`config.mk`:
```
export PLATFORM = sky130hd
export DESIGN_NAME = sync_fifo_ctrl
export DESIGN_NICKNAME = d
export VERILOG_FILES = /design/src/rtl/sync_fifo_ctrl.sv
export SDC_FILE = /design/constraint.sdc
export NUM_CORES = 1
export LEC_CHECK = 0
export ABC_CLOCK_PERIOD_IN_PS = 3200
export CELL_PAD_IN_SITES_DETAIL_PLACEMENT = 1
export CELL_PAD_IN_SITES_GLOBAL_PLACEMENT = 2
export CORE_MARGIN = 3
export CORE_UTILIZATION = 37
export DETAILED_ROUTE_END_ITERATION = 10
export HOLD_SLACK_MARGIN = 0.05
export PLACE_DENSITY_LB_ADDON = 0.1
export REMOVE_ABC_BUFFERS = 1
export SETUP_SLACK_MARGIN = 0.2
export SLEW_MARGIN = 20
export SYNTH_ARGS = -nofsm -noshare
export SYNTH_HDL_FRONTEND = slang
export SYNTH_SLANG_ARGS = --single-unit
export TNS_END_PERCENT = 5
```
`constraint.sdc`:
```
create_clock -name clk -period 3.2 [get_ports clk]
set_input_delay 0.96 -clock clk [delete_from_list [all_inputs] [get_ports clk]]
set_output_delay 0.96 -clock clk [all_outputs]
set_load 0.01 [all_outputs]
```
`src/rtl/sync_fifo_ctrl.sv`:
```
// Single-clock FIFO controller: storage, pointers, occupancy, thresholds and sticky error flags.
// Define SYNC_FIFO_FWFT_EN for first-word fall-through reads; default is a registered 1-cycle read.
module sync_fifo_ctrl #(
    parameter int DATA_WIDTH = 8,
    parameter int ADD_WIDTH  = 3,
    parameter int AF_LEVEL   = 6,
    parameter int AE_LEVEL   = 2
) (
    input  logic                  clk,
    input  logic                  rst,
    input  logic                  wr_en,
    input  logic [DATA_WIDTH-1:0] data_in,
    input  logic                  rd_en,
    input  logic                  err_clr,
    output logic [DATA_WIDTH-1:0] data_out,
    output logic                  rd_valid,
    output logic                  full,
    output logic                  empty,
    output logic                  almost_full,
    output logic                  almost_empty,
    output logic [ADD_WIDTH:0]    count,
    output logic                  overflow,
    output logic                  underflow
);

    localparam int DEPTH = 2 ** ADD_WIDTH;
    localparam logic [ADD_WIDTH:0] AF_CNT = AF_LEVEL[ADD_WIDTH:0];
    localparam logic [ADD_WIDTH:0] AE_CNT = AE_LEVEL[ADD_WIDTH:0];

    logic [ADD_WIDTH:0]    wr_ptr_reg;
    logic [ADD_WIDTH:0]    rd_ptr_reg;
    logic [DATA_WIDTH-1:0] mem_reg [DEPTH];
    logic                  overflow_reg;
    logic                  underflow_reg;
    logic                  wr_accept;
    logic                  rd_accept;

    // The extra pointer MSB distinguishes full from empty when the low bits match.
    assign count        = wr_ptr_reg - rd_ptr_reg;
    assign empty        = (wr_ptr_reg == rd_ptr_reg);
    assign full         = (wr_ptr_reg[ADD_WIDTH] != rd_ptr_reg[ADD_WIDTH]) &&
                          (wr_ptr_reg[ADD_WIDTH-1:0] == rd_ptr_reg[ADD_WIDTH-1:0]);
    assign almost_full  = (count >= AF_CNT);
    assign almost_empty = (count <= AE_CNT);
    assign wr_accept    = wr_en && !full;
    assign rd_accept    = rd_en && !empty;
    assign overflow     = overflow_reg;
    assign underflow    = underflow_reg;

    always_ff @(posedge clk or posedge rst) begin
        if (rst) begin
            wr_ptr_reg <= '0;
            rd_ptr_reg <= '0;
        end else begin
            if (wr_accept) wr_ptr_reg <= wr_ptr_reg + 1'b1;
            if (rd_accept) rd_ptr_reg <= rd_ptr_reg + 1'b1;
        end
    end

    generate
        for (genvar gi = 0; gi < DEPTH; gi++) begin : g_mem
            always_ff @(posedge clk or posedge rst) begin
                if (rst)
                    mem_reg[gi] <= '0;
                else if (wr_accept && (wr_ptr_reg[ADD_WIDTH-1:0] == ADD_WIDTH'(gi)))
                    mem_reg[gi] <= data_in;
            end
        end
    endgenerate

`ifdef SYNC_FIFO_FWFT_EN
    assign data_out = empty ? '0 : mem_reg[rd_ptr_reg[ADD_WIDTH-1:0]];
    assign rd_valid = !empty;
`else
    logic [DATA_WIDTH-1:0] data_out_reg;
    logic                  rd_valid_reg;

    always_ff @(posedge clk or posedge rst) begin
        if (rst) begin
            data_out_reg <= '0;
            rd_valid_reg <= 1'b0;
        end else begin
            rd_valid_reg <= rd_accept;
            if (rd_accept) data_out_reg <= mem_reg[rd_ptr_reg[ADD_WIDTH-1:0]];
        end
    end

    assign data_out = data_out_reg;
    assign rd_valid = rd_valid_reg;
`endif

    // A set event on the same edge as err_clr takes priority.
    always_ff @(posedge clk or posedge rst) begin
        if (rst) begin
            overflow_reg  <= 1'b0;
            underflow_reg <= 1'b0;
        end else begin
            if (wr_en && full)       overflow_reg <= 1'b1;
            else if (err_clr)        overflow_reg <= 1'b0;
            if (rd_en && empty)      underflow_reg <= 1'b1;
            else if (err_clr)        underflow_reg <= 1'b0;
        end
    end

endmodule

```
==> metrics.log, run 1 <==
[metrics] status: complete, no violations
[metrics] Longest Clk Path Bufs: 2
[metrics] Finish-stage setup viols: 0
[metrics] Multi-input gate area: 0.001790 sq mm
[metrics] sequential group share of total power: 0.355
[metrics] DIE AREA: 0.01187 sq mm
[metrics] placeable core area: 0.01004 sq mm
[metrics] number of warnings printed during yosys synthesis: 0
[metrics] sink count of the clock tree: 83
[metrics] worst hold path startpoint: data_out[6]
[metrics] share of cells above drive strength 1: 0.3728
[metrics] critical path, cell by cell: inv_2 > ha_2 > fa_2 > inv_1 > nand2_1 > o21ai_0 > dlygate4sd2_1
[metrics] reported net switching power: 1.918 mW
[metrics] initial antenna violation count: 0
[metrics] part of the Yosys area used for sequential elements: 0.5297
[metrics] Synth Cell Area: 0.003921 sq mm
[metrics] clock tree from TritonCTS: yes
[metrics] Lkg Pwr: 2.066 nW
[metrics] final core occ: 0.4643
[metrics] HP Class: register to register
[metrics] Worst Hold End: data_out[6]
[metrics] switching power as a share of total power: 0.3691
[metrics] delay contributed by the slowest stage of the critical path: 0.51 ns
[metrics] final hold violations: 0
[metrics] DP Area: 0.004417 sq mm
[metrics] internal power consumption: 3.279 mW
[metrics] total DRC errors in the routed layout: 0
[metrics] die span in x: 108.9 um
[metrics] share of the clock period used by the worst path: 0.9148
[metrics] post-layout instance count excluding filler cells: 471
[metrics] WL final: 8.905 mm
[metrics] synthesized netlist cell count: 290
[metrics] clock skew after layout: 0.01143 ns
[metrics] vias in the first global route: 2634
[metrics] arrival time of data at the critical path endpoint: 1.97 ns
[metrics] Largest register FFs: 64
[metrics] number of flip-flops and latches in the synthesized netlist: 83
[metrics] Register-to-Register Setup Slack: 1.17 ns
[metrics] number of inserted filler cells in the final layout: 1061
[metrics] total number of placement rows: 36
[metrics] number of cells traversed by the worst hold path: 2
[metrics] Avg WL per Cell: 18.91 um
[metrics] CP Capture Type: output port
[metrics] shortest period the worst path allows: 2.927 ns
[metrics] HPWL after detailed placement: 6.020 mm
[metrics] count of nets left with antenna violations after detail routing: 0
[metrics] sequential cell area in the final layout: 0.002078 sq mm
[metrics] Comb pwr share: 0.504
[metrics] effective utilization at floorplan: 0.3904
[metrics] Initial DRT Pass Iterations: 4
[metrics] Overflow after GRT: 0
[metrics] clock transition time at the flip-flop clock pins of the worst setup and hold paths: 0.09 ns
[metrics] worst slew margin relative to its limit: 0.4486
[metrics] Cells after DPL: 454
[metrics] ratio of routed vias to standard cells: 5.085
[metrics] commonest register cell after synthesis: sky130_fd_sc_hd__dfrtp_1
[metrics] clock root buffer: sky130_fd_sc_hd__clkbuf_8
[metrics] total clock buffers created by CTS: 9
[metrics] hold slack: 0.4840 ns
[metrics] Area growth syn-to-layout: 18.92%
[metrics] total design power: 5.197 mW
[metrics] R2R depth: 5
[metrics] number of distinct library cells after synthesis: 28
[metrics] violation count after the first detailed-route iteration: 69
[metrics] first-pass GRT wire length: 14.64 mm
[metrics] count of buffers from port buffering: 31
[metrics] boundary pin count: 32
[metrics] Overall Global Routing Usage: 0.1673
[metrics] maximum number of pins on one net before global-route repair: 37
[metrics] worst reg2reg path startpoint: wr_ptr_reg[0]
[metrics] Critical R2R Capture: mem_reg[48]
[metrics] maximum level of the CTS H-tree: 3
[metrics] transition time at the pin with the least slew margin: 0.8253 ns
[metrics] startpoint types: register
[metrics] total negative setup slack: 0 ns
[metrics] Clock power frac: 0.141
[metrics] async set or reset register ratio after synthesis: 1.000
[metrics] Worst Setup Slack, final: 0.2725 ns
[metrics] count of flip-flops with a built-in enable after synthesis: 0
[metrics] Via Count: 2395
[metrics] critical path fanouts, max: 4
[metrics] Max VDD drop: 411.8 uV
[metrics] maximum operating frequency: 341.6 MHz
[metrics] final net count: 358
[metrics] GPL Wtd Cong: 0.7100
[metrics] # Max-Cap Violations: 0
[metrics] slowest cell on the critical path: sky130_fd_sc_hd__fa_2
[metrics] critical setup path kind: register to output port
[metrics] Die Span Y: 108.9 um
[metrics] worst path required time: 2.24 ns
[metrics] source-to-sink clock delay at the later pin of the worst-skew pair: 0.35 ns
[metrics] cell area after layout: 0.004663 sq mm
[metrics] number of diodes: 0
[metrics] final-report max-slew violation count: 0
[metrics] Pwr Density: 1115 mW/mm^2
[metrics] post-synthesis area per instance: 13.52 sq um
[metrics] Post-Place Worst Slack: 0.1412 ns
[metrics] setup repair after global routing missed its margin: yes
worst max-delay path, delay by kind of cell, from the launching register on:
family | cells | cell delay [ns]
DFF | 1 | 0.37
buffers and inverters | 3 | 0.42
adders and majority gates | 2 | 0.70
and+or+nand+nor | 1 | 0.06
AOI/OAI and AO/OA | 1 | 0.07
area by class of cell:
class / count / share of cell area
inverters: 13 / 0.01073
clock inverters: 5 / 0.01181
repair buffers: 42 / 0.08479
clock buffers: 10 / 0.02737
flip-flops and latches: 83 / 0.4457
well taps: 133 / 0.03569
multi-input cells: 185 / 0.3840
how the worst max path moves through the flow:
stage | end | from | cells past startpoint
floorplan | almost_empty | rd_ptr_reg[0] | 5
global placement | almost_full | wr_ptr_reg[0] | 7
detailed placement | almost_full | wr_ptr_reg[0] | 7
CTS | count[1] | wr_ptr_reg[0] | 5
global route | almost_full | rd_ptr_reg[1] | 7
finish | almost_full | wr_ptr_reg[0] | 7
metal layers:
layer / part of all wire / up-vias / GRT usage / routed length, um
met5: 0 / - / 0 / 0
met4: 0.013 / 0 / 0.04599 / 112
met3: 0.022 / 11 / 0.03375 / 198
met2: 0.48 / 29 / 0.2706 / 4274
met1: 0.49 / 1222 / 0.2287 / 4319
li1: - / 1133 / - / -
Yosys cell counts, drive strengths merged, types with 6 or more instances:
cell type   n  area [sq um]
nand3       7         80.07
buf         7         42.54
o221ai      8         70.07
ha         10         125.1
a22oi       8         60.06
nand2      18         82.58
o21ai      15         75.07
xnor2       6         52.55
dfrtp      83          2077
inv        13         48.80
mux2       80         900.9
mux2i      16         160.2
kinds of logic after synthesis:
family	count (synthesis)	synth area share
buffers and inverters	22	0.02521
adder cells (fa/ha/maj)	11	0.03701
AND/OR/NAND/NOR	35	0.05488
flip-flops	83	0.5297
AO/OA/AOI/OAI	36	0.06509
multiplexers	96	0.2706
XOR/XNOR	7	0.01755
power groups by stage:
stage / Sequential [mW] / Clock [mW] / Combinational [mW]
floorplan: 1.92 / 0 / 1.59
global placement: 1.84 / 0 / 2.56
detailed placement: 1.87 / 0 / 2.60
CTS: 1.84 / 0.761 / 2.64
global route: 1.91 / 0.811 / 2.90
finish: 1.84 / 0.732 / 2.62
placed cells by master, fill, tap and decap left out, types with 2 or more instances in the layout:
cell type / Yosys / layout
sky130_fd_sc_hd__a21oi_1: 3 / 3
sky130_fd_sc_hd__a22oi_1: 8 / 8
sky130_fd_sc_hd__buf_4: 0 / 11
sky130_fd_sc_hd__clkbuf_8: 0 / 9
sky130_fd_sc_hd__clkdlybuf4s50_1: 0 / 24
sky130_fd_sc_hd__clkinv_2: 0 / 3
sky130_fd_sc_hd__clkinvlp_4: 0 / 2
sky130_fd_sc_hd__dfrtp_1: 83 / 82
sky130_fd_sc_hd__dlygate4sd2_1: 0 / 2
sky130_fd_sc_hd__dlymetal6s2s_1: 0 / 4
sky130_fd_sc_hd__ha_1: 10 / 7
sky130_fd_sc_hd__ha_4: 0 / 2
sky130_fd_sc_hd__inv_1: 13 / 11
sky130_fd_sc_hd__mux2_2: 80 / 80
sky130_fd_sc_hd__mux2i_1: 16 / 16
sky130_fd_sc_hd__nand2_1: 16 / 16
sky130_fd_sc_hd__nand2_4: 2 / 2
sky130_fd_sc_hd__nand3_2: 4 / 5
sky130_fd_sc_hd__nand3_4: 2 / 2
sky130_fd_sc_hd__nand4_1: 2 / 2
sky130_fd_sc_hd__nor2_1: 4 / 4
sky130_fd_sc_hd__nor2b_1: 3 / 2
sky130_fd_sc_hd__o21ai_0: 14 / 13
sky130_fd_sc_hd__o21ai_1: 1 / 2
sky130_fd_sc_hd__o221ai_1: 8 / 8
sky130_fd_sc_hd__xnor2_1: 6 / 5
what timing repair did:
action                     4_1_cts  5_1_grt
buffers inserted                 2        0
setup endpoints to repair        7        6
hold buffers                     0        0
resized for setup                9       11
(Power assumes the default switching activity.)
==> run 2: changes to the inputs <==
--- a/config.mk
+++ b/config.mk
@@ -9,7 +9,7 @@
 export CELL_PAD_IN_SITES_DETAIL_PLACEMENT = 1
 export CELL_PAD_IN_SITES_GLOBAL_PLACEMENT = 2
 export CORE_MARGIN = 3
-export CORE_UTILIZATION = 37
+export CORE_UTILIZATION = 30
 export DETAILED_ROUTE_END_ITERATION = 10
 export HOLD_SLACK_MARGIN = 0.05
 export PLACE_DENSITY_LB_ADDON = 0.1
==> metrics.log, run 2 (synthesis gave the netlist of run 1 again) <==
[metrics] status: complete, no violations
[metrics] Overall Global Routing Usage: 0.1393 (-0.02794)
[metrics] critical path fanouts, max: 4 (unchanged)
[metrics] cell type with the highest occurrence count on the critical path: sky130_fd_sc_hd__inv_1
[metrics] transition time at the pin with the least slew margin: 0.9494 ns (+0.1240 ns)
[metrics] Post-Place Worst Slack: 0.1279 ns (-0.01329 ns)
[metrics] most frequent cells in the layout: sky130_fd_sc_hd__dfrtp_1 (81), sky130_fd_sc_hd__mux2_2 (80), sky130_fd_sc_hd__clkdlybuf4s50_1 (27)
[metrics] maximum operating frequency: 323.0 MHz (-5.5%)
[metrics] Longest Clk Path Bufs: 2 (unchanged)
[metrics] maximum level of the CTS H-tree: 3 (unchanged)
[metrics] shortest period the worst path allows: 3.096 ns (+0.1689 ns)
[metrics] total clock buffers created by CTS: 9 (unchanged)
[metrics] number of diodes: 0 (unchanged)
[metrics] clock transition time at the flip-flop clock pins of the worst setup and hold paths: 0.06 ns (-0.03 ns)
[metrics] clock root buffer: sky130_fd_sc_hd__clkbuf_16
[metrics] DP Area: 0.004456 sq mm (+0.88%)
[metrics] maximum number of pins on one net before global-route repair: 64 (+73%)
[metrics] GPL Wtd Cong: 0.6845 (-3.6%)
[metrics] Die Span Y: 120.3 um (+10%)
[metrics] boundary pin count: 32 (unchanged)
[metrics] effective utilization at floorplan: 0.3082 (-0.08216)
[metrics] Avg WL per Cell: 18.05 um (-4.5%)
[metrics] clock tree from TritonCTS: yes
[metrics] number of inserted filler cells in the final layout: 1389 (+31%)
[metrics] total design power: 5.356 mW (+3.1%)
[metrics] ratio of routed vias to standard cells: 4.695 (-7.7%)
[metrics] Lkg Pwr: 2.052 nW (-0.68%)
[metrics] met3 track demand over resource in global routing: 0.02853 (-0.005216)
[metrics] Multi-input gate area: 0.001770 sq mm (-1.1%)
[metrics] share of cells above drive strength 1: 0.3512 (-0.02159)
[metrics] final core occ: 0.3748 (-0.08945)
[metrics] Pwr Density: 1123 mW/mm^2 (+0.79%)
[metrics] sink count of the clock tree: 83 (unchanged)
[metrics] met1 Resource Use GR: 0.1848 (-0.04389)
[metrics] Worst Setup Slack, final: 0.1037 ns (-0.1689 ns)
[metrics] Area growth syn-to-layout: 21.60%
[metrics] slowest cell on the critical path: sky130_fd_sc_hd__clkdlybuf4s50_1
[metrics] Finish-stage setup viols: 0 (unchanged)
[metrics] initial antenna violation count: 0 (unchanged)
[metrics] Largest register FFs: 64 (unchanged)
[metrics] final hold violations: 0 (unchanged)
[metrics] first-pass GRT wire length: 14.72 mm (+0.57%)
[metrics] sequential cell area in the final layout: 0.002079 sq mm (about the same)
[metrics] violation count after the first detailed-route iteration: 59 (-14%)
[metrics] final net count: 356 (-0.56%)
[metrics] WL final: 9.171 mm (+3.0%)
[metrics] GR met2 Demand/Resource: 0.2178 (-0.05284)
[metrics] most common cell after layout, fill and taps aside: sky130_fd_sc_hd__dfrtp_1
[metrics] HPWL after detailed placement: 5.855 mm (-2.7%)
[metrics] vias in the first global route: 2519 (-4.4%)
[metrics] placeable core area: 0.01272 sq mm (+27%)
[metrics] Via Count: 2385 (-0.42%)
[metrics] peak-usage layer in the global routing report: met2
[metrics] cell area after layout: 0.004768 sq mm (+2.3%)
[metrics] die span in x: 120.3 um (+10%)
[metrics] CP Capture Type: output port
[metrics] final-report max-slew violation count: 0 (unchanged)
[metrics] Max VDD drop: 420.2 uV (+2.0%)
[metrics] total number of placement rows: 41 (+14%)
[metrics] count of nets left with antenna violations after detail routing: 0 (unchanged)
[metrics] Overflow after GRT: 0 (unchanged)
[metrics] # Max-Cap Violations: 0 (unchanged)
[metrics] critical setup path kind: register to output port
[metrics] worst path required time: 2.24 ns (about the same)
[metrics] clock skew after layout: 0.004138 ns (-0.007289 ns)
[metrics] DIE AREA: 0.01448 sq mm (+22%)
[metrics] total DRC errors in the routed layout: 0 (unchanged)
[metrics] count of buffers from port buffering: 31 (unchanged)
[metrics] worst slew margin relative to its limit: 0.3658 (-0.08285)
[metrics] HP Class: register to register
[metrics] startpoint types: register
[metrics] share of the clock period used by the worst path: 0.9676 (+0.05277)
[metrics] setup repair after global routing missed its margin: yes
[metrics] Initial DRT Pass Iterations: 4 (unchanged)
[metrics] arrival time of data at the critical path endpoint: 2.14 ns (+0.17 ns)
[metrics] source-to-sink clock delay at the later pin of the worst-skew pair: 0.34 ns (about the same)
[metrics] delay contributed by the slowest stage of the critical path: 0.54 ns (+0.03 ns)
[metrics] critical path, cell by cell: inv_1 > ha_1 > fa_2 > inv_1 > clkdlybuf4s50_1
[run 2: cell count changes in the layout (fill, tap and decap cells not counted), sizes merged]
cell / change
dlymetal6s2s: -3
clkinv: -1
buf: -2
clkinvlp: -1
bufinv: -1
clkdlybuf4s15: +1
clkbuf: +2
clkdlybuf4s50: +3
[run 2: path summary, 6_finish.rpt]
kind                               start     endpoint  slack (ns)  depth (start not counted)
setup reg to reg           rd_ptr_reg[2]   mem_reg[9]        1.14                          6
setup / recovery           wr_ptr_reg[0]     count[1]        0.10                          5
max in group asynchronous            rst   mem_reg[6]        1.61                          3
min in group asynchronous            rst  data_out[4]        0.92                          2
hold / removal               data_out[7]  data_out[7]        0.48                          2
hold reg to reg              data_out[7]  data_out[7]        0.48                          2
[run 2: critical path: cells and delay by family, from the launching register on]
kind	cells	cell delay, ns
buffers and inverters	3	0.77
flip-flops	1	0.37
adder cells (fa/ha/maj)	2	0.64
[run 2: report_power, final]
part / internal (mW) / leakage [nW] / switching, mW
sequential: 1.58 / 1.00 / 0.265
combinational: 1.34 / 0.927 / 1.22
clock: 0.542 / 0.126 / 0.408
[run 2: timing repair]
action                                  CTS  global route
pin swaps                                 0             1
setup buffers                             1             2
endpoints found under the setup margin    7             6
hold buffers                              0             0
endpoints found under the hold margin     0             0
resized for setup                         9             3
[run 2: final cells by class]
class / instances / share of cell area
Timing Repair Buffer: 40 / 0.08187
Tap cell: 172 / 0.04513
Clock buffer: 13 / 0.05248
Multi-Input combinational cell: 185 / 0.3713
Clock inverter: 2 / 0.002624
Inverter: 13 / 0.01050
Sequential cell: 83 / 0.4361
[run 2: layer usage]
layer / vias up / wire [um]
met4: 0 / 202
met2: 34 / 4358
met5: - / 0
li1: 1130 / -
met1: 1210 / 4358
met3: 11 / 252
[run 2: metrics by stage]
| step | setup TNS, ns | instances | hold slack (ns) |
|---|---|---|---|
| after floorplan | -0.008739 | 281 | 0.4736 |
| after global routing | 0 | 508 | 0.5142 |
| final | 0 | 508 | 0.4789 |
| after CTS | 0 | 506 | 0.4847 |
| after global placement | 0 | 490 | 0.4614 |
| after detailed placement | 0 | 490 | 0.4712 |
